**src/rtl/cp0_except_pkg.sv**
```systemverilog
// cp0_except_pkg: shared constants for the MEM-stage CP0 block.
//   - CP0 register numbers, excepttype codes (including the refetch marker),
//     Cause.ExcCode values, Status/Cause bit positions, exc_flags bit indices.
//   - exccode_of(): maps an excepttype word to the ExcCode written into Cause.
package cp0_except_pkg;

   localparam logic [4:0] CP0_BADVADDR = 5'd8;
   localparam logic [4:0] CP0_COUNT    = 5'd9;
   localparam logic [4:0] CP0_COMPARE  = 5'd11;
   localparam logic [4:0] CP0_STATUS   = 5'd12;
   localparam logic [4:0] CP0_CAUSE    = 5'd13;
   localparam logic [4:0] CP0_EPC      = 5'd14;

   localparam logic [31:0] ET_NONE    = 32'h0000_0000;
   localparam logic [31:0] ET_INT     = 32'h0000_0001;
   localparam logic [31:0] ET_ADEL    = 32'h0000_0004;
   localparam logic [31:0] ET_ADES    = 32'h0000_0005;
   localparam logic [31:0] ET_SYS     = 32'h0000_0008;
   localparam logic [31:0] ET_BP      = 32'h0000_0009;
   localparam logic [31:0] ET_RI      = 32'h0000_000a;
   localparam logic [31:0] ET_OV      = 32'h0000_000c;
   localparam logic [31:0] ET_TR      = 32'h0000_000d;
   localparam logic [31:0] ET_ERET    = 32'h0000_000e;
   localparam logic [31:0] ET_REFETCH = 32'hffff_ffff;

   localparam logic [4:0] EXC_INT  = 5'd0;
   localparam logic [4:0] EXC_ADEL = 5'd4;
   localparam logic [4:0] EXC_ADES = 5'd5;
   localparam logic [4:0] EXC_SYS  = 5'd8;
   localparam logic [4:0] EXC_BP   = 5'd9;
   localparam logic [4:0] EXC_RI   = 5'd10;
   localparam logic [4:0] EXC_OV   = 5'd12;
   localparam logic [4:0] EXC_TR   = 5'd13;

   localparam int ST_IE     = 0;
   localparam int ST_EXL    = 1;
   localparam int ST_IM_LO  = 8;
   localparam int ST_BEV    = 22;
   localparam int CA_EXC_LO = 2;
   localparam int CA_IP_LO  = 8;
   localparam int CA_TI     = 30;
   localparam int CA_BD     = 31;

   // exc_flags = {eret, ades, adel_data, trap, brk, syscall, ov, ri}
   localparam int FL_RI     = 0;
   localparam int FL_OV     = 1;
   localparam int FL_SYS    = 2;
   localparam int FL_BRK    = 3;
   localparam int FL_TRAP   = 4;
   localparam int FL_ADEL_D = 5;
   localparam int FL_ADES   = 6;
   localparam int FL_ERET   = 7;

   typedef enum logic [1:0] {
      BADV_NONE,
      BADV_PC,
      BADV_DATA
   } badv_src_e;

   function automatic logic [4:0] exccode_of(input logic [31:0] et);
      case (et)
         ET_ADEL: return EXC_ADEL;
         ET_ADES: return EXC_ADES;
         ET_SYS:  return EXC_SYS;
         ET_BP:   return EXC_BP;
         ET_RI:   return EXC_RI;
         ET_OV:   return EXC_OV;
         ET_TR:   return EXC_TR;
         default: return EXC_INT;
      endcase
   endfunction

endpackage

```
**src/rtl/cp0_except_if.sv**
```systemverilog
// cp0_except_if: MEM-stage <-> CP0 signal bundle.
//   master: pipeline side (drives instruction info, MTC0/MFC0, hw_int).
//   slave : CP0 side (returns rdata, excepttype, EPC, timer interrupt).
interface cp0_except_if #(
   parameter int HW_INT_W = 6
);
   logic                mem_valid;
   logic                mem_stall;
   logic [31:0]         mem_pc;
   logic                mem_in_ds;
   logic [7:0]          exc_flags;
   logic                adel_if;
   logic [31:0]         bad_addr;
   logic                cp0_we;
   logic [4:0]          cp0_waddr;
   logic [31:0]         cp0_wdata;
   logic [4:0]          cp0_raddr;
   logic [31:0]         cp0_rdata;
   logic [HW_INT_W-1:0] hw_int;
   logic [31:0]         excepttype_o;
   logic [31:0]         cp0_epc_o;
   logic                timer_int_o;

   modport master (
      output mem_valid, mem_stall, mem_pc, mem_in_ds, exc_flags, adel_if,
             bad_addr, cp0_we, cp0_waddr, cp0_wdata, cp0_raddr, hw_int,
      input  cp0_rdata, excepttype_o, cp0_epc_o, timer_int_o
   );

   modport slave (
      input  mem_valid, mem_stall, mem_pc, mem_in_ds, exc_flags, adel_if,
             bad_addr, cp0_we, cp0_waddr, cp0_wdata, cp0_raddr, hw_int,
      output cp0_rdata, excepttype_o, cp0_epc_o, timer_int_o
   );
endinterface

```
**src/rtl/cp0_except_timer.sv**
```systemverilog
// cp0_timer: Count/Compare pair with prescaler and sticky timer interrupt.
//   clk, resetn         : clock, async active-low reset
//   wr_count, wr_compare: committed MTC0 to Count / Compare
//   wdata               : MTC0 data
//   count, compare, ti  : register values and Cause.TI
module cp0_timer #(
   parameter int COUNT_DIV = 2
) (
   input  logic        clk,
   input  logic        resetn,
   input  logic        wr_count,
   input  logic        wr_compare,
   input  logic [31:0] wdata,
   output logic [31:0] count,
   output logic [31:0] compare,
   output logic        ti
);

   localparam int DIV_W = (COUNT_DIV > 1) ? $clog2(COUNT_DIV) : 1;
   localparam logic [DIV_W-1:0] DIV_LAST = DIV_W'(COUNT_DIV - 1);

   logic [DIV_W-1:0] div_q, div_d;
   logic [31:0]      count_q, count_d;
   logic [31:0]      compare_q, compare_d;
   logic             ti_q, ti_d;
   logic             tick;

   always_comb begin
      tick      = (div_q == DIV_LAST);
      div_d     = tick ? '0 : div_q + 1'b1;
      count_d   = count_q;
      compare_d = compare_q;
      ti_d      = ti_q;
      if (wr_count)  count_d = wdata;
      else if (tick) count_d = count_q + 32'd1;
      if (wr_compare) compare_d = wdata;
      // TI is sticky; only a Compare write acknowledges it, and that write
      // beats a coincident match.
      if (wr_compare)                ti_d = 1'b0;
      else if (count_q == compare_q) ti_d = 1'b1;
   end

   always_ff @(posedge clk or negedge resetn) begin
      if (!resetn) begin
         div_q     <= '0;
         count_q   <= '0;
         compare_q <= '0;
         ti_q      <= 1'b0;
      end else begin
         div_q     <= div_d;
         count_q   <= count_d;
         compare_q <= compare_d;
         ti_q      <= ti_d;
      end
   end

   assign count   = count_q;
   assign compare = compare_q;
   assign ti      = ti_q;

endmodule

```
**src/rtl/cp0_except.sv**
```systemverilog
// cp0_except: MEM-stage CP0 register file and exception arbiter.
//   clk, resetn : clock, async active-low reset
//   bus (slave) : MEM instruction info, exception flags, MTC0/MFC0 ports,
//                 hw_int lines; returns excepttype_o, cp0_epc_o,
//                 timer_int_o and cp0_rdata.
module cp0_except
   import cp0_except_pkg::*;
#(
   parameter int COUNT_DIV = 2,
   parameter int HW_INT_W  = 6
) (
   input logic         clk,
   input logic         resetn,
   cp0_except_if.slave bus
);

   logic [31:0] epc_q, epc_d;
   logic [31:0] badv_q, badv_d;
   logic [7:0]  im_q, im_d;
   logic        exl_q, exl_d;
   logic        ie_q, ie_d;
   logic        bd_q, bd_d;
   logic [4:0]  exccode_q, exccode_d;
   logic [1:0]  ip_sw_q, ip_sw_d;
   logic [5:0]  ip_hw_q;

   logic [5:0]  hw_ext;
   logic [31:0] count, compare;
   logic        ti;
   logic [7:0]  ip;
   logic        int_pending;
   logic [31:0] exc_type;
   badv_src_e   badv_src;
   logic        exc_take, eret_take, mtc0_take;
   logic        wr_count, wr_compare;
   logic [31:0] status_rd, cause_rd;

   if (HW_INT_W >= 6) begin : g_hw_wide
      assign hw_ext = bus.hw_int[5:0];
   end else begin : g_hw_narrow
      assign hw_ext = {{(6 - HW_INT_W){1'b0}}, bus.hw_int};
   end

   cp0_timer #(.COUNT_DIV(COUNT_DIV)) u_timer (
      .clk       (clk),
      .resetn    (resetn),
      .wr_count  (wr_count),
      .wr_compare(wr_compare),
      .wdata     (bus.cp0_wdata),
      .count     (count),
      .compare   (compare),
      .ti        (ti)
   );

   // IP[7] is shared between the top hardware line and the timer.
   assign ip          = {ip_hw_q[5] | ti, ip_hw_q[4:0], ip_sw_q};
   assign int_pending = ie_q & ~exl_q & (|(ip & im_q));

   always_comb begin
      exc_type = ET_NONE;
      badv_src = BADV_NONE;
      // Gated by resetn so the controller sees no exception while held in reset.
      if (resetn && bus.mem_valid && !bus.mem_stall) begin
         if (int_pending)                         exc_type = ET_INT;
         else if (bus.adel_if) begin              exc_type = ET_ADEL; badv_src = BADV_PC; end
         else if (bus.exc_flags[FL_RI])           exc_type = ET_RI;
         else if (bus.exc_flags[FL_OV])           exc_type = ET_OV;
         else if (bus.exc_flags[FL_TRAP])         exc_type = ET_TR;
         else if (bus.exc_flags[FL_SYS])          exc_type = ET_SYS;
         else if (bus.exc_flags[FL_BRK])          exc_type = ET_BP;
         else if (bus.exc_flags[FL_ADEL_D]) begin exc_type = ET_ADEL; badv_src = BADV_DATA; end
         else if (bus.exc_flags[FL_ADES]) begin   exc_type = ET_ADES; badv_src = BADV_DATA; end
         else if (bus.exc_flags[FL_ERET])         exc_type = ET_ERET;
         else if (bus.cp0_we && (bus.cp0_waddr == CP0_STATUS ||
                                 bus.cp0_waddr == CP0_CAUSE  ||
                                 bus.cp0_waddr == CP0_COMPARE))
            // These writes can change interrupt state, so the following
            // instructions must be refetched under the new state.
            exc_type = ET_REFETCH;
      end
   end

   assign exc_take   = (exc_type != ET_NONE) && (exc_type != ET_ERET) &&
                       (exc_type != ET_REFETCH);
   assign eret_take  = (exc_type == ET_ERET);
   assign mtc0_take  = resetn && bus.mem_valid && !bus.mem_stall && bus.cp0_we && !exc_take;
   assign wr_count   = mtc0_take && (bus.cp0_waddr == CP0_COUNT);
   assign wr_compare = mtc0_take && (bus.cp0_waddr == CP0_COMPARE);

   always_comb begin
      epc_d     = epc_q;
      badv_d    = badv_q;
      im_d      = im_q;
      exl_d     = exl_q;
      ie_d      = ie_q;
      bd_d      = bd_q;
      exccode_d = exccode_q;
      ip_sw_d   = ip_sw_q;
      if (exc_take) begin
         // Nested exceptions keep the original return point.
         if (!exl_q) begin
            epc_d = bus.mem_in_ds ? bus.mem_pc - 32'd4 : bus.mem_pc;
            bd_d  = bus.mem_in_ds;
         end
         exl_d     = 1'b1;
         exccode_d = exccode_of(exc_type);
         case (badv_src)
            BADV_PC:   badv_d = bus.mem_pc;
            BADV_DATA: badv_d = bus.bad_addr;
            default:   badv_d = badv_q;
         endcase
      end else begin
         if (mtc0_take) begin
            case (bus.cp0_waddr)
               CP0_STATUS: begin
                  im_d  = bus.cp0_wdata[15:8];
                  exl_d = bus.cp0_wdata[ST_EXL];
                  ie_d  = bus.cp0_wdata[ST_IE];
               end
               CP0_CAUSE: ip_sw_d = bus.cp0_wdata[9:8];
               CP0_EPC:   epc_d   = bus.cp0_wdata;
               default:   ;
            endcase
         end
         if (eret_take) exl_d = 1'b0;
      end
   end

   always_ff @(posedge clk or negedge resetn) begin
      if (!resetn) begin
         epc_q     <= '0;
         badv_q    <= '0;
         im_q      <= '0;
         exl_q     <= 1'b0;
         ie_q      <= 1'b0;
         bd_q      <= 1'b0;
         exccode_q <= '0;
         ip_sw_q   <= '0;
         ip_hw_q   <= '0;
      end else begin
         epc_q     <= epc_d;
         badv_q    <= badv_d;
         im_q      <= im_d;
         exl_q     <= exl_d;
         ie_q      <= ie_d;
         bd_q      <= bd_d;
         exccode_q <= exccode_d;
         ip_sw_q   <= ip_sw_d;
         ip_hw_q   <= hw_ext;
      end
   end

   // BEV is hardwired: it resets to 1 and is not writable.
   always_comb begin
      status_rd                  = '0;
      status_rd[ST_BEV]          = 1'b1;
      status_rd[ST_IM_LO +: 8]   = im_q;
      status_rd[ST_EXL]          = exl_q;
      status_rd[ST_IE]           = ie_q;
      cause_rd                   = '0;
      cause_rd[CA_BD]            = bd_q;
      cause_rd[CA_TI]            = ti;
      cause_rd[CA_IP_LO +: 8]    = ip;
      cause_rd[CA_EXC_LO +: 5]   = exccode_q;
   end

   always_comb begin
      case (bus.cp0_raddr)
         CP0_BADVADDR: bus.cp0_rdata = badv_q;
         CP0_COUNT:    bus.cp0_rdata = count;
         CP0_COMPARE:  bus.cp0_rdata = compare;
         CP0_STATUS:   bus.cp0_rdata = status_rd;
         CP0_CAUSE:    bus.cp0_rdata = cause_rd;
         CP0_EPC:      bus.cp0_rdata = epc_q;
         default:      bus.cp0_rdata = 32'd0;
      endcase
   end

   assign bus.excepttype_o = exc_type;
   // An MTC0 EPC sitting beside an ERET must steer the return target now.
   assign bus.cp0_epc_o    = (bus.cp0_we && bus.cp0_waddr == CP0_EPC) ? bus.cp0_wdata : epc_q;
   assign bus.timer_int_o  = ti;

endmodule

```
**src/flat_wrapper.sv**
```systemverilog
// flat-port wrapper written by rule: the top's interface ports become plain ports
module cp0_except_flat import cp0_except_pkg::*;
#(
   parameter int COUNT_DIV = 2,
   parameter int HW_INT_W  = 6
)
  (clk, resetn, bus_mem_valid, bus_mem_stall, bus_mem_pc, bus_mem_in_ds, bus_exc_flags, bus_adel_if, bus_bad_addr, bus_cp0_we, bus_cp0_waddr, bus_cp0_wdata, bus_cp0_raddr, bus_hw_int, bus_cp0_rdata, bus_excepttype_o, bus_cp0_epc_o, bus_timer_int_o);
  cp0_except_if #(.HW_INT_W(HW_INT_W)) bus_i ();
  input logic clk;
  input logic resetn;
  input wire logic [$bits(bus_i.mem_valid)-1:0] bus_mem_valid;
  input wire logic [$bits(bus_i.mem_stall)-1:0] bus_mem_stall;
  input wire logic [$bits(bus_i.mem_pc)-1:0] bus_mem_pc;
  input wire logic [$bits(bus_i.mem_in_ds)-1:0] bus_mem_in_ds;
  input wire logic [$bits(bus_i.exc_flags)-1:0] bus_exc_flags;
  input wire logic [$bits(bus_i.adel_if)-1:0] bus_adel_if;
  input wire logic [$bits(bus_i.bad_addr)-1:0] bus_bad_addr;
  input wire logic [$bits(bus_i.cp0_we)-1:0] bus_cp0_we;
  input wire logic [$bits(bus_i.cp0_waddr)-1:0] bus_cp0_waddr;
  input wire logic [$bits(bus_i.cp0_wdata)-1:0] bus_cp0_wdata;
  input wire logic [$bits(bus_i.cp0_raddr)-1:0] bus_cp0_raddr;
  input wire logic [$bits(bus_i.hw_int)-1:0] bus_hw_int;
  output wire logic [$bits(bus_i.cp0_rdata)-1:0] bus_cp0_rdata;
  output wire logic [$bits(bus_i.excepttype_o)-1:0] bus_excepttype_o;
  output wire logic [$bits(bus_i.cp0_epc_o)-1:0] bus_cp0_epc_o;
  output wire logic [$bits(bus_i.timer_int_o)-1:0] bus_timer_int_o;
  assign bus_i.mem_valid = bus_mem_valid;
  assign bus_i.mem_stall = bus_mem_stall;
  assign bus_i.mem_pc = bus_mem_pc;
  assign bus_i.mem_in_ds = bus_mem_in_ds;
  assign bus_i.exc_flags = bus_exc_flags;
  assign bus_i.adel_if = bus_adel_if;
  assign bus_i.bad_addr = bus_bad_addr;
  assign bus_i.cp0_we = bus_cp0_we;
  assign bus_i.cp0_waddr = bus_cp0_waddr;
  assign bus_i.cp0_wdata = bus_cp0_wdata;
  assign bus_i.cp0_raddr = bus_cp0_raddr;
  assign bus_i.hw_int = bus_hw_int;
  assign bus_cp0_rdata = bus_i.cp0_rdata;
  assign bus_excepttype_o = bus_i.excepttype_o;
  assign bus_cp0_epc_o = bus_i.cp0_epc_o;
  assign bus_timer_int_o = bus_i.timer_int_o;
  cp0_except #(.COUNT_DIV(COUNT_DIV), .HW_INT_W(HW_INT_W)) u_core (.clk(clk), .resetn(resetn), .bus(bus_i));
endmodule
```
**config.mk**
```make
export PLATFORM = sky130hd
export DESIGN_NAME = cp0_except_flat
export DESIGN_NICKNAME = d
export VERILOG_FILES = /design/src/rtl/cp0_except_pkg.sv /design/src/rtl/cp0_except_if.sv /design/src/rtl/cp0_except_timer.sv /design/src/rtl/cp0_except.sv /design/src/flat_wrapper.sv
export SDC_FILE = /design/constraint.sdc
export NUM_CORES = 1
export LEC_CHECK = 0
export BUFFER_PORTS_ARGS = -buffer_cell sky130_fd_sc_hd__buf_2
export CORE_MARGIN = 8
export CORE_UTILIZATION = 40
export DETAILED_ROUTE_END_ITERATION = 10
export SLEW_MARGIN = 10
export SYNTH_ARGS = -nofsm -noshare
export SYNTH_HDL_FRONTEND = slang
export SYNTH_SLANG_ARGS = --single-unit
```
**constraint.sdc**
```tcl
create_clock -name clk -period 3.9 [get_ports clk]
set_input_delay 0.975 -clock clk [delete_from_list [all_inputs] [get_ports clk]]
set_output_delay 0.975 -clock clk [all_outputs]
set_load 0.01 [all_outputs]
```
==> results of run 1 <==
## stage by stage
| step | total power, W | util, % | instance area, sq um | setup WS (ps) | hold slack, ps |
|---|---|---|---|---|---|
| 2_1_floorplan | 0.00281 | - | 9580 | 281 | 450 |
| 3_3_place_gp | 0.00331 | 47.0 | 11000 | 154 | 469 |
| 3_5_place_dp | 0.00334 | 47.0 | 11000 | 148 | 478 |
| 4_1_cts | 0.00519 | 49.7 | 11700 | 144 | 493 |
| 5_1_grt | 0.00541 | 49.7 | 11700 | 48.3 | 520 |
| 6_report | 0.00515 | 49.7 | 11700 | 134 | 491 |
## worst min-delay path, stage by stage, from the launching register on
cell and delay (ps):
dfrtp_1 350, nand2_1 50, o21ai_0 60
## cell families after synthesis
logic type,synth area share (%)
compound gates,14.0
buf+inv,4.91
fa+ha+maj,0.392
flops,40.0
mux,19.6
xor+xnor,8.05
simple gates,13.1
## layer usage
metal  wire length (microns)  vias up  global-route usage, %
li1                        -     3776                      -
met2                   14300      248                   33.5
met4                     318        0                   5.23
met5                       0        -                      0
met1                   14500     3951                   29.4
met3                    1890       20                   4.24
## sequential cells by signal, summed over array words and instances (netlist names), 2 cells and up
name	cells
u_core.badv_q	32
u_core.epc_q	32
u_core.u_timer.compare	32
u_core.u_timer.count	32
u_core.im_q	8
u_core.ip_hw_q	6
u_core.exccode_q	4
u_core.ip_sw_q	2
## worst min path at each step
stage,depth (start not counted),start,endpoint
after floorplan,2,u_core.exccode_q[0]$_DFFE_PN0N_,u_core.exccode_q[0]$_DFFE_PN0N_
after detailed placement,2,u_core.exccode_q[0]$_DFFE_PN0N_,u_core.exccode_q[0]$_DFFE_PN0N_
after global routing,2,u_core.exccode_q[2]$_DFFE_PN0N_,u_core.exccode_q[2]$_DFFE_PN0N_
final,2,u_core.exccode_q[2]$_DFFE_PN0N_,u_core.exccode_q[2]$_DFFE_PN0N_
after CTS,2,u_core.exccode_q[2]$_DFFE_PN0N_,u_core.exccode_q[2]$_DFFE_PN0N_
after global placement,2,u_core.exccode_q[2]$_DFFE_PN0N_,u_core.exccode_q[2]$_DFFE_PN0N_
## area by class of cell
class | count | area, sq um
sequential | 153 | 3830
tap | 319 | 399
timing repair buffer | 257 | 1430
inverter | 12 | 45.0
clock inverter | 15 | 224
clock buffer | 17 | 425
fill | 2228 | 11800
multi-input combinational | 678 | 5330
## report_power, final
group          switching, W  internal [W]
registers          0.000279       0.00188
logic              0.000533      0.000612
clock network      0.000703       0.00114
## cell usage in the layout (no fill, tap or decap), drive strengths merged, types with 6 or more instances in the layout
cell | Yosys | routed
a21oi | 39 | 39
a221o | 15 | 15
a22oi | 24 | 24
and3 | 11 | 11
buf | 42 | 257
clkbuf | 37 | 17
clkinv | 0 | 7
dfrtp | 153 | 153
inv | 12 | 13
mux2 | 106 | 106
mux2i | 68 | 68
nand2 | 68 | 68
nand2b | 6 | 6
nand3 | 15 | 15
nand4 | 18 | 18
nor2 | 60 | 60
nor3 | 16 | 16
nor4 | 12 | 12
o21ai | 40 | 40
o221a | 32 | 32
or4 | 6 | 6
xnor2 | 71 | 71
xor2 | 17 | 17
==> impl_results.rst, run 1 <==
.. list-table::
   :header-rows: 1

   * - Metric
     - Value
   * - Grt total ovfl
     - 0
   * - GP Congestion
     - 0.856
   * - Synth Cell Area
     - around 0.0096 sq mm
   * - Synthesized area divided by synthesized cell count
     - 10.4 sq um
   * - Number of global-route vias before repair
     - 8,254
   * - Maximum number of buffers from clock root to sink
     - 2
   * - Count of final setup violators
     - 0
   * - Number of sinks handled by clock tree synthesis
     - 153
   * - Input/output buffers
     - 223
   * - Clock period minus final worst setup slack
     - 3770 ps
   * - CTS tree
     - yes
   * - Wire length after detailed routing
     - between 30,000 and 40,000 microns
   * - Library cells used by synthesis
     - 64
   * - Area leader, netlist
     - dfrtp_1
   * - Power Density
     - 441 mW/mm^2
   * - Highest fanout seen on the critical path
     - 32
   * - Count of vias placed by the detailed router
     - 7,995
   * - Starting utilization of the core area
     - 40.8%
   * - Detailed Place HPWL
     - 22,700 microns
   * - Post-CTS Setup Inserts
     - 0
   * - Chain of cells forming the critical path
     - buf_2 > nand2b_1 > or3b_2 > o21ai_0 > a221o_1 > buf_2
   * - CP max stage delay
     - 820 ps
   * - Die Span X
     - ~170 microns
   * - Achievable Freq
     - 0.266 GHz
   * - Detailed-route DRC error count
     - 0
   * - Library cell used as clock root buffer
     - clkbuf_16
   * - Gate Count Post-Synth
     - 922
   * - Clock H-tree levels
     - 4
   * - Worst clock skew on the final layout
     - about 13 ps
   * - Quantity of hold-fixing buffers added after cts
     - 0
   * - Synth top cells by count
     - dfrtp_1 (153), xnor2_1 (71), mux2i_1 (68), nand2_1 (68), mux2_2 (65)
   * - Post-synthesis sequential area ratio
     - 40.0%
   * - Most common cell in the synthesized netlist
     - dfrtp_1
   * - Number of stages on the worst setup path
     - 6
   * - Run status
     - completed
   * - Synthesis-to-finish area growth
     - 22.0%
   * - Post-synth top flop
     - dfrtp_1
   * - Critical R2R Capture
     - u_core.im_q[3]$_DFFE_PN0P_
   * - Category of the worst setup path launch point
     - input pin
   * - Net count after synthesis
     - roughly 1,100
   * - Row count
     - 56
   * - Cell with the largest stage delay on the worst path
     - or3b_2
   * - Maximum number of pins on one net before global-route repair
     - 154
   * - Critical path destination
     - bus_cp0_rdata[5]
   * - Number of placed I/O pins
     - 224
   * - CTS buffer count
     - 17
   * - Final hold violation count
     - 0
   * - Worst r2r src
     - u_core.im_q[4]$_DFFE_PN0P_
   * - Yosys warns
     - 0
   * - Cell type with the highest occurrence count on the critical path
     - buf_2
   * - Vertical extent of the die
     - 171 microns
   * - Dominant cells by area after synthesis
     - dfrtp_1 (40%), mux2_2 (7.6%), mux2i_1 (7.1%)
   * - Fraction of synthesized cell area taken by the top area cell type
     - 40.0%
   * - R2R setup slack
     - 710 ps
   * - Remaining antenna violation count
     - 0
   * - Kind of cell adding the most delay to the critical path
     - simple AND/OR/NAND/NOR gates
   * - Detailed-router iteration count before antenna repair
     - 4
   * - Total Die Area
     - 0.0291 sq mm
   * - Number of enable flip-flop cells after synthesis
     - 0
   * - Number of synthesized register bits
     - around 150
   * - Clock-pin transition on the worst setup and hold timing paths
     - 60 ps
   * - Worst Path Buf+Inv
     - 2
   * - Worst setup path class
     - in2out
   * - Number of gates given a new drive strength after cts
     - 0
   * - Max Cap Violations
     - 0
   * - Path type of the worst min-delay path
     - reg2reg
   * - Worst IR drop on VDD
     - 0.250 mV
   * - Total inserted antenna cells
     - 0
   * - First-pass GRT wire length
     - ~48,000 microns
   * - Async set-or-reset flop fraction in the synthesized netlist
     - 100%
   * - Worst-case reg-to-reg path depth
     - 8
   * - Relative slew slack
     - 40.8%
   * - Area of the core
     - 0.0235 sq mm
   * - Unrepaired setup endpoints after global routing
     - no
   * - Clock insertion delay at the later pin of the skew report
     - 430 ps
   * - Sum of negative setup slack
     - 0 ps
   * - CP endpoint kind
     - output pin
   * - Count of non-filler cells in the finished layout
     - ~1,500
   * - Placed Cells incl. Taps
     - 1,419
   * - Crit path arrival time
     - 2790 ps
   * - Final period util
     - 96.6%
   * - Gr usage total
     - a little over a fifth
   * - Antenna violations before repair
     - 0
   * - Pleak
     - 5.19 nW
   * - Average via count per standard cell
     - 5.51
   * - Required time reported for the critical path endpoint
     - 2920 ps
   * - Pin slew with the least headroom to its limit
     - just under 900 ps
   * - Crit path from
     - bus_cp0_raddr[4]
   * - Share of cells above drive strength 1
     - 35.2%
   * - Count of pins over their slew limit
     - 0
   * - Initial DRC Count
     - 473
   * - DR WL/cell
     - around 21 microns
   * - Fin nets
     - 1,249
Power figures use the tool's default switching activity.
==> run 2, diff against run 1 <==
--- a/config.mk
+++ b/config.mk
@@ -10,4 +10,5 @@
 export CORE_UTILIZATION = 40
 export DETAILED_ROUTE_END_ITERATION = 10
+export MAX_ROUTING_LAYER = met4
 export SLEW_MARGIN = 10
 export SYNTH_ARGS = -nofsm -noshare
==> constraint.sdc (replaced) <==
create_clock -name clk -period 3.9 [get_ports clk]
set_input_delay 0.585 -clock clk [delete_from_list [all_inputs] [get_ports clk]]
set_output_delay 0.585 -clock clk [all_outputs]
set_load 0.01 [all_outputs]
==> impl_results.rst, run 2 (same netlist as run 1, synthesis figures left out) <==
.. list-table::
   :header-rows: 1

   * - Metric
     - Value
   * - Worst IR drop on VDD
     - 0.272 mV (+9.2%)
   * - Worst setup path class
     - reg2out
   * - Unrepaired setup endpoints after global routing
     - no
   * - Area of the core
     - 0.0235 sq mm (unchanged)
   * - Pre-CTS setup slack
     - 537 ps (+390 ps)
   * - Worst r2r src
     - u_core.im_q[4]$_DFFE_PN0P_
   * - Total Die Area
     - 0.0291 sq mm (unchanged)
   * - Vertical extent of the die
     - 171 microns (unchanged)
   * - Detailed-route DRC error count
     - 0 (unchanged)
   * - Max Cap Violations
     - 0 (unchanged)
   * - Synthesis-to-finish area growth
     - 20.1%
   * - Pin slew with the least headroom to its limit
     - 847 ps (-41.1 ps)
   * - Category of the worst setup path launch point
     - flip-flop
   * - Grt total ovfl
     - 0 (unchanged)
   * - Gr usage total
     - 21.2% (about the same)
   * - CTS tree
     - yes
   * - CTS buffer count
     - 17 (unchanged)
   * - Quantity of hold-fixing buffers added after cts
     - 0 (unchanged)
   * - Required time reported for the critical path endpoint
     - 3310 ps (+390 ps)
   * - Post-CTS Setup Inserts
     - 0 (unchanged)
   * - Detailed-router iteration count before antenna repair
     - 5 (+1)
   * - Clock power share
     - 32.9% (-2.9 points)
   * - Sequential group share of total power
     - 43.9% (+1.9 points)
   * - Remaining antenna violation count
     - 0 (unchanged)
   * - Clock H-tree levels
     - 4 (unchanged)
   * - Input/output buffers
     - 223 (unchanged)
   * - First-pass GRT wire length
     - 46,200 microns (-3.3%)
   * - Run status
     - completed
   * - Pleak
     - 5.09 nW (-1.9%)
   * - Clock period minus final worst setup slack
     - 3540 ps (-227 ps)
   * - Clock-pin transition on the worst setup and hold timing paths
     - 70 ps (about the same)
   * - Sum of negative setup slack
     - 0 ps (unchanged)
   * - Critical path destination
     - bus_excepttype_o[30]
   * - Detailed Place HPWL
     - 23,000 microns (+1.2%)
   * - Commonest non-fill, non-tap cells in the layout
     - buf_2 (222), dfrtp_1 (153), xnor2_1 (71)
   * - Starting utilization of the core area
     - 40.8% (unchanged)
   * - Library cell used as clock root buffer
     - clkbuf_16
   * - Count of pins over their slew limit
     - 0 (unchanged)
   * - Antenna violations before repair
     - 0 (unchanged)
   * - Internal power of the cells
     - 0.00338 W (-6.9%)
   * - Worst Slack Setup Final
     - 361 ps (+227 ps)
   * - Highest fanout seen on the critical path
     - 28 (-13%)
   * - Clock insertion delay at the later pin of the skew report
     - 430 ps (about the same)
   * - Most frequent standard cell in the layout excluding fill and tap cells
     - buf_2
   * - Total inserted antenna cells
     - 0 (unchanged)
   * - Row count
     - 56 (unchanged)
   * - Crit path arrival time
     - 2950 ps (+160 ps)
   * - Share of cells above drive strength 1
     - 34.6% (-0.67 points)
   * - Die Span X
     - 171 microns (unchanged)
   * - Fill cell instance count of the final layout
     - 2,241 (+0.58%)
   * - Net switching fraction of the power
     - 31.2% (+1.8 points)
   * - R2R setup slack
     - 520 ps (-190 ps)
   * - Number of gates given a new drive strength after cts
     - 0 (unchanged)
   * - Number of global-route vias before repair
     - 8,007 (-3.0%)
   * - Worst clock skew on the final layout
     - 11.6 ps (-1.22 ps)
   * - Relative slew slack
     - 43.6% (+2.7 points)
   * - Worst-case reg-to-reg path depth
     - 8 (unchanged)
   * - Number of sinks handled by clock tree synthesis
     - 153 (unchanged)
   * - Number of placed I/O pins
     - 224 (unchanged)
   * - GP Congestion
     - 0.837 (-2.1%)
   * - Final period util
     - 90.8% (-5.8 points)
   * - Final hold violation count
     - 0 (unchanged)
   * - DR WL/cell
     - 21.1 microns (-0.98%)
   * - Maximum number of buffers from clock root to sink
     - 2 (unchanged)
   * - Critical R2R Capture
     - u_core.u_timer.count[18]$_DFFE_PN0P_
   * - Count of vias placed by the detailed router
     - 7,881 (-1.4%)
   * - Fin nets
     - 1,242 (-0.56%)
   * - Switching power summed over all nets
     - 0.00153 W (+1.2%)
   * - CP endpoint kind
     - output pin
   * - Wire length after detailed routing
     - 30,500 microns (-1.5%)
   * - Initial DRC Count
     - 504 (+6.6%)
   * - Power Density
     - 427 mW/mm^2 (-3.0%)
   * - Average via count per standard cell
     - 5.46 (-0.95%)
   * - Achievable Freq
     - 0.283 GHz (+6.4%)
   * - Count of final setup violators
     - 0 (unchanged)
   * - Path type of the worst min-delay path
     - in2reg
   * - Combinational group share of total power
     - 23.2% (+0.9 points)
   * - Crit path from
     - u_core.im_q[4]$_DFFE_PN0P_
   * - Maximum number of pins on one net before global-route repair
     - 154 (unchanged)
==> run 2: changes by cell type in the layout (fill, tap and decap cells not counted), sizes merged <==
cell / change
buf: -7
clkinv: -5
bufinv: -4
clkinvlp: +4
inv: +4
clkbuf: +1
==> run 2: power groups by stage <==
| stage | combinational (W) | clock (W) | sequential (W) |
|---|---|---|---|
| floorplan | 0.000734 | 0 | 0.00208 |
| CTS | 0.00116 | 0.00165 | 0.00215 |
| finish | 0.00114 | 0.00162 | 0.00216 |
| detailed placement | 0.00115 | 0 | 0.00217 |
| global placement | 0.00114 | 0 | 0.00217 |
| global route | 0.00126 | 0.00171 | 0.00219 |
==> run 2: per-layer routing <==
metal,part of all wire (%),GRT usage [%]
met1,47,28.6
met3,5.9,3.71
met4,1.5,5.49
met2,46,32.5
met5,0,-
==> run 2: area by class of cell <==
type | instances | area [sq um] | share of cell area, %
Multi-Input combinational cell | 678 | 5320 | 46.3
Timing Repair Buffer | 250 | 1340 | 11.6
Inverter | 12 | 45.0 | 0.392
Tap cell | 319 | 399 | 3.47
Clock inverter | 14 | 139 | 1.21
Sequential cell | 153 | 3830 | 33.3
Clock buffer | 18 | 429 | 3.73
==> run 2: critical path: stages (launching register included) <==
cell and delay, ps:
dfrtp_1 400, a222oi_1 750, a31oi_1 420, nor3_1 330, nand2_1 120, nor2_1 120
buf_4 220, buf_2 170
==> run 2: stage by stage <==
step / cell area (sq um) / instances / utilization (%) / hold WS (ps) / total power [W]
finish: 11500 / 1444 / 49.0 / 260 / 0.00491
CTS: 11500 / 1444 / 49.0 / 242 / 0.00495
detailed placement: 10900 / 1412 / 46.6 / 484 / 0.00333
global placement: 10900 / 1412 / 46.6 / 479 / 0.00331
floorplan: 9580 / 922 / - / 289 / 0.00281
global route: 11500 / 1444 / 49.0 / 246 / 0.00517
==> run 2: how the worst min path moves through the flow <==
stage | slack (ps) | cells after the start | endpoint | start
floorplan | 290 | 0 | u_core.badv_q[0]$_DFFE_PN0P_ | resetn
CTS | 240 | 1 | u_core.ip_hw_q[0]$_DFF_PN0_ | bus_hw_int[0]
global placement | 480 | 2 | u_core.exccode_q[0]$_DFFE_PN0N_ | u_core.exccode_q[0]$_DFFE_PN0N_
detailed placement | 480 | 2 | u_core.exccode_q[0]$_DFFE_PN0N_ | u_core.exccode_q[0]$_DFFE_PN0N_
finish | 260 | 1 | u_core.ip_hw_q[0]$_DFF_PN0_ | bus_hw_int[0]
global route | 250 | 1 | u_core.ip_hw_q[4]$_DFF_PN0_ | bus_hw_int[4]
==> run 3, diff against run 2 <==
- CORE_ASPECT_RATIO: not set -> 0.5
- clock period: 3.9 -> 2.9 ns (I/O delays scaled with it)
==> impl_results.rst, run 3 (same netlist as run 1, synthesis figures left out) <==
.. list-table::
   :header-rows: 1

   * - Metric
     - Value
   * - Run status
     - completed
   * - Vertical extent of the die
     - 125 microns (-27%)
   * - CTS buffer count
     - 17 (unchanged)
   * - Count of pins over their slew limit
     - 0 (unchanged)
   * - Unrepaired setup endpoints after global routing
     - yes
   * - Count of vias placed by the detailed router
     - 8,371 (+6.2%)
   * - Quantity of hold-fixing buffers added after cts
     - 0 (unchanged)
   * - Clock insertion delay at the later pin of the skew report
     - 440 ps (about the same)
   * - GP Congestion
     - 0.884 (+5.5%)
   * - Path type of the worst min-delay path
     - in2reg
   * - Pin slew with the least headroom to its limit
     - 872 ps (+24.9 ps)
   * - Crit path arrival time
     - 3130 ps (+180 ps)
   * - Die Span X
     - 235 microns (+38%)
   * - Count of final setup violators
     - 0 (unchanged)
   * - Maximum number of pins on one net before global-route repair
     - 154 (unchanged)
   * - Fill cell instance count of the final layout
     - 2,182 (-2.6%)
   * - Gr usage total
     - 22.3% (+1.1 points)
   * - Worst setup path class
     - reg2reg
   * - Net switching fraction of the power
     - 29.4% (-1.9 points)
   * - First-pass GRT wire length
     - 50,700 microns (+9.7%)
   * - Detailed Place HPWL
     - 24,200 microns (+5.0%)
   * - Total Die Area
     - 0.0294 sq mm (+1.0%)
   * - Synthesis-to-finish area growth
     - 27.3%
   * - Worst hold path stage count
     - 1 (unchanged)
   * - Final standard cell utilization of the core
     - 51.3% (+2.3 points)
   * - Final period util
     - 97.0%
   * - Combinational group share of total power
     - 22.8% (-0.4 points)
   * - Max Cap Violations
     - 0 (unchanged)
   * - Most frequent standard cell in the layout excluding fill and tap cells
     - buf_2
   * - Clock period minus final worst setup slack
     - 2810 ps
   * - Detailed-router iteration count before antenna repair
     - 6 (+1)
   * - Number of global-route vias before repair
     - 8,548 (+6.8%)
   * - Category of the worst setup path launch point
     - flip-flop
   * - Worst clock skew on the final layout
     - 11.8 ps (+0.249 ps)
   * - Wire length after detailed routing
     - 32,800 microns (+7.4%)
   * - Clock-pin transition on the worst setup and hold timing paths
     - 60 ps (about the same)
   * - Worst-case reg-to-reg path depth
     - 8 (unchanged)
   * - CTS tree
     - yes
   * - Pre-CTS setup slack
     - -122 ps (-659 ps)
   * - Antenna violations before repair
     - 1 (+1)
   * - Remaining antenna violation count
     - 0 (unchanged)
   * - Chain of cells forming the critical path
     - a222oi_1 > buf_4 > a31oi_4 > a2111oi_4 > a21o_1 > nor2b_1 > buf_4 > mux2_2
   * - DR WL/cell
     - 22.1 microns (+4.7%)
   * - Fin nets
     - 1,282 (+3.2%)
   * - Worst IR drop on VDD
     - 0.312 mV (+14%)
   * - Number of placed I/O pins
     - 224 (unchanged)
   * - CP max stage delay
     - 420 ps (-330 ps)
   * - Library cell used as clock root buffer
     - clkbuf_16
   * - Share of cells above drive strength 1
     - 37.3% (+2.7 points)
   * - Final hold violation count
     - 0 (unchanged)
   * - Internal power of the cells
     - 0.00498 W (+47%)
   * - Cell type with the highest occurrence count on the critical path
     - buf_4
   * - Required time reported for the critical path endpoint
     - 3210 ps (-100 ps)
   * - Area of the core
     - 0.0238 sq mm (+1.3%)
   * - Cell with the largest stage delay on the worst path
     - a2111oi_4
   * - Relative slew slack
     - 41.9% (-1.7 points)
   * - Worst Slack Setup Final
     - 86.1 ps (-275 ps)
   * - Maximum number of buffers from clock root to sink
     - 2 (unchanged)
   * - Input/output buffers
     - 223 (unchanged)
   * - Starting utilization of the core area
     - 40.3% (-0.52 points)
   * - Sequential group share of total power
     - 41.2% (-2.7 points)
   * - Switching power summed over all nets
     - 0.00207 W (+35%)
   * - Grt total ovfl
     - 0 (unchanged)
   * - Achievable Freq
     - 0.355 GHz
   * - Clock power share
     - 36.0% (+3.1 points)
   * - Total power
     - 0.00704 W (+43%)
   * - CP endpoint kind
     - flip-flop
   * - Average via count per standard cell
     - 5.65 (+3.6%)
   * - Row count
     - 40 (-29%)
   * - Commonest non-fill, non-tap cells in the layout
     - buf_2 (208), dfrtp_1 (153), xnor2_1 (71)
   * - Initial DRC Count
     - 867 (+72%)
   * - Power Density
     - 578 mW/mm^2 (+35%)
   * - Clock H-tree levels
     - 4 (unchanged)
   * - Pleak
     - 5.41 nW (+6.2%)
   * - Detailed-route DRC error count
     - 0 (unchanged)
   * - Highest fanout seen on the critical path
     - 8 (-71%)
   * - Number of sinks handled by clock tree synthesis
     - 153 (unchanged)
## run 3: cell types whose count changed in the layout (fill, tap and decap cells not counted), sizes merged
cell	change
diode	+1
clkinv	+1
bufinv	+4
inv	-4
clkbuf	+6
buf	+38
clkinvlp	-5
## run 3: power by group through the flow
stage / Combinational, W / Sequential [W] / Clock [W]
detailed placement: 0.00161 / 0.00292 / 0
global placement: 0.00158 / 0.00291 / 0
CTS: 0.00162 / 0.00289 / 0.00258
floorplan: 0.000988 / 0.00280 / 0
finish: 0.00160 / 0.00290 / 0.00254
global route: 0.00174 / 0.00296 / 0.00267
## run 3: per-stage QoR
step	setup TNS, ps	hold WS, ps	cells	cell area [sq um]
floorplan	0	139	922	9580
global placement	-694	474	1445	11300
detailed placement	-1430	477	1445	11300
CTS	0	92.0	1478	12000
global route	-197	92.0	1481	12200
finish	0	108	1481	12200
## run 3: per-layer routing
| metal | global-route usage, % | up-vias | wire [microns] |
|---|---|---|---|
| li1 | - | 3827 | - |
| met1 | 29.5 | 4191 | 14900 |
| met2 | 34.3 | 316 | 15100 |
| met3 | 5.17 | 37 | 2200 |
| met4 | 5.82 | 0 | 563 |
| met5 | - | - | 0 |
## run 3: path summary, 6_finish.rpt
kind	from	to	slack, ps
min in group asynchronous	resetn	u_core.exl_q$_DFFE_PN0P_	190
max	u_core.im_q[4]$_DFFE_PN0P_	u_core.im_q[4]$_DFFE_PN0P_	90
max reg2reg	u_core.im_q[4]$_DFFE_PN0P_	u_core.im_q[4]$_DFFE_PN0P_	90
min reg2reg	u_core.exccode_q[2]$_DFFE_PN0N_	u_core.exccode_q[2]$_DFFE_PN0N_	490
max in group asynchronous	resetn	u_core.badv_q[9]$_DFFE_PN0P_	2060
min	bus_hw_int[4]	u_core.ip_hw_q[4]$_DFF_PN0_	110
## run 3: critical path: cells and delay by family, from the launching register on
family | cells | cell delay [ps]
simple gates | 1 | 340
flops | 1 | 390
buf+inv | 2 | 440
mux | 1 | 340
compound gates | 4 | 1180
## run 3: area by class of cell
class                   count  area [sq um]  area share, %
well taps                 315           394           3.23
multi-input cells         678          5370           44.0
clock buffers              22           474           3.89
repair buffers            290          1890           15.5
flip-flops and latches    153          3830           31.4
diodes                      1          2.50         0.0205
clock inverters            10           189           1.55
inverters                  12          45.0          0.370
## run 3: timing repair
| action | in CTS | in global routing |
|---|---|---|
| setup buffers | 1 | 0 |
| resized for setup | 3 | 20 |
| endpoints found under the setup margin | 38 | 37 |
| pin swaps | 1 | 6 |
| cloned | 0 | 3 |
